**src/rtl/accum4.sv**
```systemverilog
// accum4: accumulates COUNT 4-bit sums per frame and hands the 8-bit total downstream
module accum4 #(
  parameter int COUNT = 4
) (
  input  logic       clk,
  input  logic       rst,
  input  logic [3:0] in_sum,
  input  logic       in_valid,
  output logic       in_ready,
  output logic [7:0] out_total,
  output logic       out_ovf,
  output logic       out_valid,
  input  logic       out_ready,
  output logic       busy
);
  typedef enum logic {ACCUM, EMIT} state_t;
  state_t state, state_n;
  logic [7:0] total, total_n;
  logic [4:0] cnt, cnt_n;
  logic ovf, ovf_n;
  logic [8:0] sum;
  logic take, give;
  assign in_ready  = (state == ACCUM) && !rst;
  assign out_valid = (state == EMIT);
  assign out_total = total;
  assign out_ovf   = ovf;
  assign busy      = out_valid || (cnt != 5'd0);
  always_comb begin
    take    = in_valid && in_ready;
    give    = out_valid && out_ready;
    sum     = {1'b0, total} + {5'd0, in_sum};
    state_n = give ? ACCUM : (take && (cnt + 5'd1 == 5'(COUNT))) ? EMIT : state;
    total_n = give ? 8'd0 : take ? sum[7:0] : total;
    cnt_n   = give ? 5'd0 : take ? cnt + 5'd1 : cnt;
    ovf_n   = give ? 1'b0 : ovf || (take && sum[8]);
  end
  always_ff @(posedge clk) begin
    if (rst) begin
      state <= ACCUM;
      total <= 8'd0;
      cnt   <= 5'd0;
      ovf   <= 1'b0;
    end else begin
      state <= state_n;
      total <= total_n;
      cnt   <= cnt_n;
      ovf   <= ovf_n;
    end
  end
endmodule

```
**config.mk**
```make
export PLATFORM = sky130hd
export DESIGN_NAME = accum4
export DESIGN_NICKNAME = d
export VERILOG_FILES = /design/src/rtl/accum4.sv
export SDC_FILE = /design/constraint.sdc
export NUM_CORES = 1
export LEC_CHECK = 0
export ABC_CLOCK_PERIOD_IN_PS = 3400
export CELL_PAD_IN_SITES_DETAIL_PLACEMENT = 0
export CELL_PAD_IN_SITES_GLOBAL_PLACEMENT = 1
export CORE_MARGIN = 5
export CORE_UTILIZATION = 38
export CTS_CLUSTER_DIAMETER = 60
export DETAILED_ROUTE_END_ITERATION = 12
export PLACE_DENSITY = 0.93
export SYNTH_ARGS = -nofsm -noshare
export SYNTH_HDL_FRONTEND = slang
export SYNTH_SLANG_ARGS = --single-unit
```
**constraint.sdc**
```tcl
create_clock -name clk -period 3.4 [get_ports clk]
set_input_delay 0.34 -clock clk [delete_from_list [all_inputs] [get_ports clk]]
set_output_delay 0.34 -clock clk [all_outputs]
set_load 0.02 [all_outputs]
```
==> results.json <==
{
  "floorplan.die.height_um": 56.62,
  "worstHoldPathType": "reg -> reg",
  "start_kind": "flop",
  "dp.cells": 138,
  "dr_total_vias": 725,
  "multi_input_area_sq_um": 483.0,
  "cts-root-buf": "clkbuf_4",
  "drt_first_pass_iters": 3,
  "period_needed_ps": 2004,
  "start_util_pct": 40.84,
  "cp.required_ps": 3060,
  "cp-endpoint": "busy",
  "route.antenna.remaining_nets": 0,
  "antenna_cells": 0,
  "vias_per_cell": 5.106,
  "powerDensity_nw_per_um2": 343.8,
  "rsz0062_at_grt": "no",
  "endpoint_kind": "output pin",
  "fill_cells": 199,
  "final-setup-viol-count": 0,
  "grt_max_degree": 16,
  "syn_nets": 111,
  "r2r-end": "out_total[6]",
  "dp_hpwl_um": 1294,
  "antenna_found_initial": 0,
  "cts_setup_buffers": 0,
  "dieArea_sq_um": 3205,
  "wirelength_um": 1766,
  "syn_inst": 95,
  "worstMarginPinSlew_ps": 596.2,
  "async_flop_share_pct": 0,
  "yosysSeqAreaShare_pct": 36.36,
  "synth_edf_count": 0,
  "syn-cell-area_sq_um": 825.8,
  "fin_crit_sh_pct": 58.95,
  "fmax_ghz": 0.4989,
  "grt_pass1_wl_um": 3132,
  "cts.sinks": 15,
  "ys_ff_latch": 15,
  "maxCapViolations": 0,
  "hold_viol_final": 0,
  "hold_slack_ps": 454.0,
  "cts_buffers": 3,
  "core-area_sq_um": 2022,
  "ys_types": 29,
  "timing.setup.tns_ps": 0,
  "rrSetupSlack_ps": 1670,
  "utilization_pct": 52.48,
  "leakage_nw": 0.4244,
  "routedWlPerCell_um": 12.44,
  "area.growth.synth_to_final_pct": 28.49,
  "synth_top_cell_by_area": "dfxtp_1",
  "cts_tree": "done",
  "drive_gt1_share_pct": 4.348,
  "outcome": "finished, final reports clean",
  "fin_worst_skew_ps": 6.975,
  "synth_flop_cell": "dfxtp_1",
  "cts_hold_buf": 0,
  "final_cells": 142,
  "drv_slew": 0,
  "synth_area_leaders": "dfxtp_1, ha_1, nand2_1",
  "crit_path_start": "cnt[0]",
  "grt_use_total_pct": 12.42,
  "slew_headroom_pct": 60.21,
  "worstPathArrival_ps": 1660,
  "clockBufferDepth": 2,
  "register_area_sq_um": 300.3,
  "drtIter0Drc": 9,
  "htreeDepth": 1,
  "io_buffers": 19,
  "rr_startpoint": "out_total[0]",
  "ys_warn_count": 0,
  "fin_nets": 132,
  "grt.overflow.total": 0,
  "drc_errors": 0,
  "stdcell_area_sq_um": 1061,
  "worstRegToRegCells": 7,
  "cts_resized": 0,
  "crit_fanout": 6,
  "gp_congestion": 0.7472,
  "placed_area_sq_um": 1033,
  "clk_latency_ps": 290,
  "critPathKind": "reg -> out",
  "grt_pass1_vias": 716,
  "dieWidth_um": 56.62,
  "ir_drop_v": 0.0002395,
  "fp-row-count": 16,
  "path_clk_slew_ps": 100,
  "synth_top_area_share_pct": 36.36,
  "syn_area_per_cell_sq_um": 8.693,
  "io_pins": 20
}
## registers in the layout, indices dropped and copies added (netlist names)
name	count
out_valid	1
out_ovf	1
cnt	5
out_total	8
## Yosys cell counts, types with 2 or more instances
cell type,n
a211oi_1,3
a21o_1,3
a21oi_1,7
dfxtp_1,15
ha_1,7
inv_1,7
mux2i_1,3
nand2_1,14
nand3_1,4
nand4_1,2
nor2_1,6
o21ai_0,3
xnor2_1,2
xor2_1,4
## cell usage in the layout, fill, tap and decap left out
master	Yosys	final
ha_1	7	7
nor2_1	6	6
a211oi_1	3	3
nand2_1	14	14
o21bai_1	1	1
clkbuf_4	0	3
o211ai_1	1	1
a21oi_1	7	7
a31oi_1	1	1
nor3b_1	1	1
o21ai_0	3	3
o2111ai_1	1	1
xor2_1	4	4
o21ai_1	1	1
a21o_1	3	3
clkinv_2	0	1
xnor2_1	2	2
nand3_1	4	4
nand4_1	2	2
nor3b_4	1	1
inv_1	7	7
mux2i_1	3	3
fa_1	1	1
nor2b_1	1	1
dfxtp_1	15	15
nor4_1	1	1
and4_1	1	1
clkdlybuf4s50_1	0	19
o21a_1	1	1
## worst min path at each step
stage	startpoint	endpoint	slack (ps)	cells past startpoint
after detailed placement	out_ovf	out_ovf	440	2
after floorplan	cnt[0]	cnt[0]	490	2
after global placement	out_ovf	out_ovf	440	2
after CTS	out_ovf	out_ovf	460	2
after global routing	out_ovf	out_ovf	500	2
final	out_ovf	out_ovf	450	2
## metal layers
metal	part of all wire [%]	wire length [um]	GRT usage, %	vias up
met3	5.3	94	5.734	0
li1	-	-	-	374
met2	46	820	20.30	13
met1	48	852	14.34	338
met4	0	0	3.729	0
met5	0	0	0	-
## report_power, final
group | internal, mW | switching (mW)
logic | 0.0343 | 0.0367
clock network | 0.0438 | 0.0612
registers | 0.182 | 0.00701
## cells by family (layout without fill, tap and decap cells)
logic type	Yosys count	count (layout)	share of synthesized area, %
mux	3	3	3.637
compound gates	22	22	16.67
flops	15	15	36.36
simple gates	31	31	18.79
buf+inv	10	30	5.151
fa+ha+maj	8	8	13.03
xor+xnor	6	6	6.364
## worst max-delay path, stage by stage, from the launching register on
cell and delay [ps]:
dfxtp_1 450, inv_1 90, ha_1 200, nand2_1 50, clkdlybuf4s50_1 600
## metrics by stage
stage,setup WS (ps),power (mW)
after floorplan,1660,0.2335
after global placement,1286,0.2622
after detailed placement,1237,0.2637
after CTS,1385,0.3715
after global routing,1284,0.3873
final,1396,0.3647
## cell type report
| class | instances | area share (%) |
|---|---|---|
| multi-input cells | 70 | 45.52 |
| flip-flops and latches | 15 | 28.30 |
| well taps | 27 | 3.184 |
| clock inverters | 1 | 0.4717 |
| clock buffers | 3 | 2.123 |
| inverters | 7 | 2.476 |
| repair buffers | 19 | 17.92 |
No activity file was read; power rests on OpenSTA's default activity.
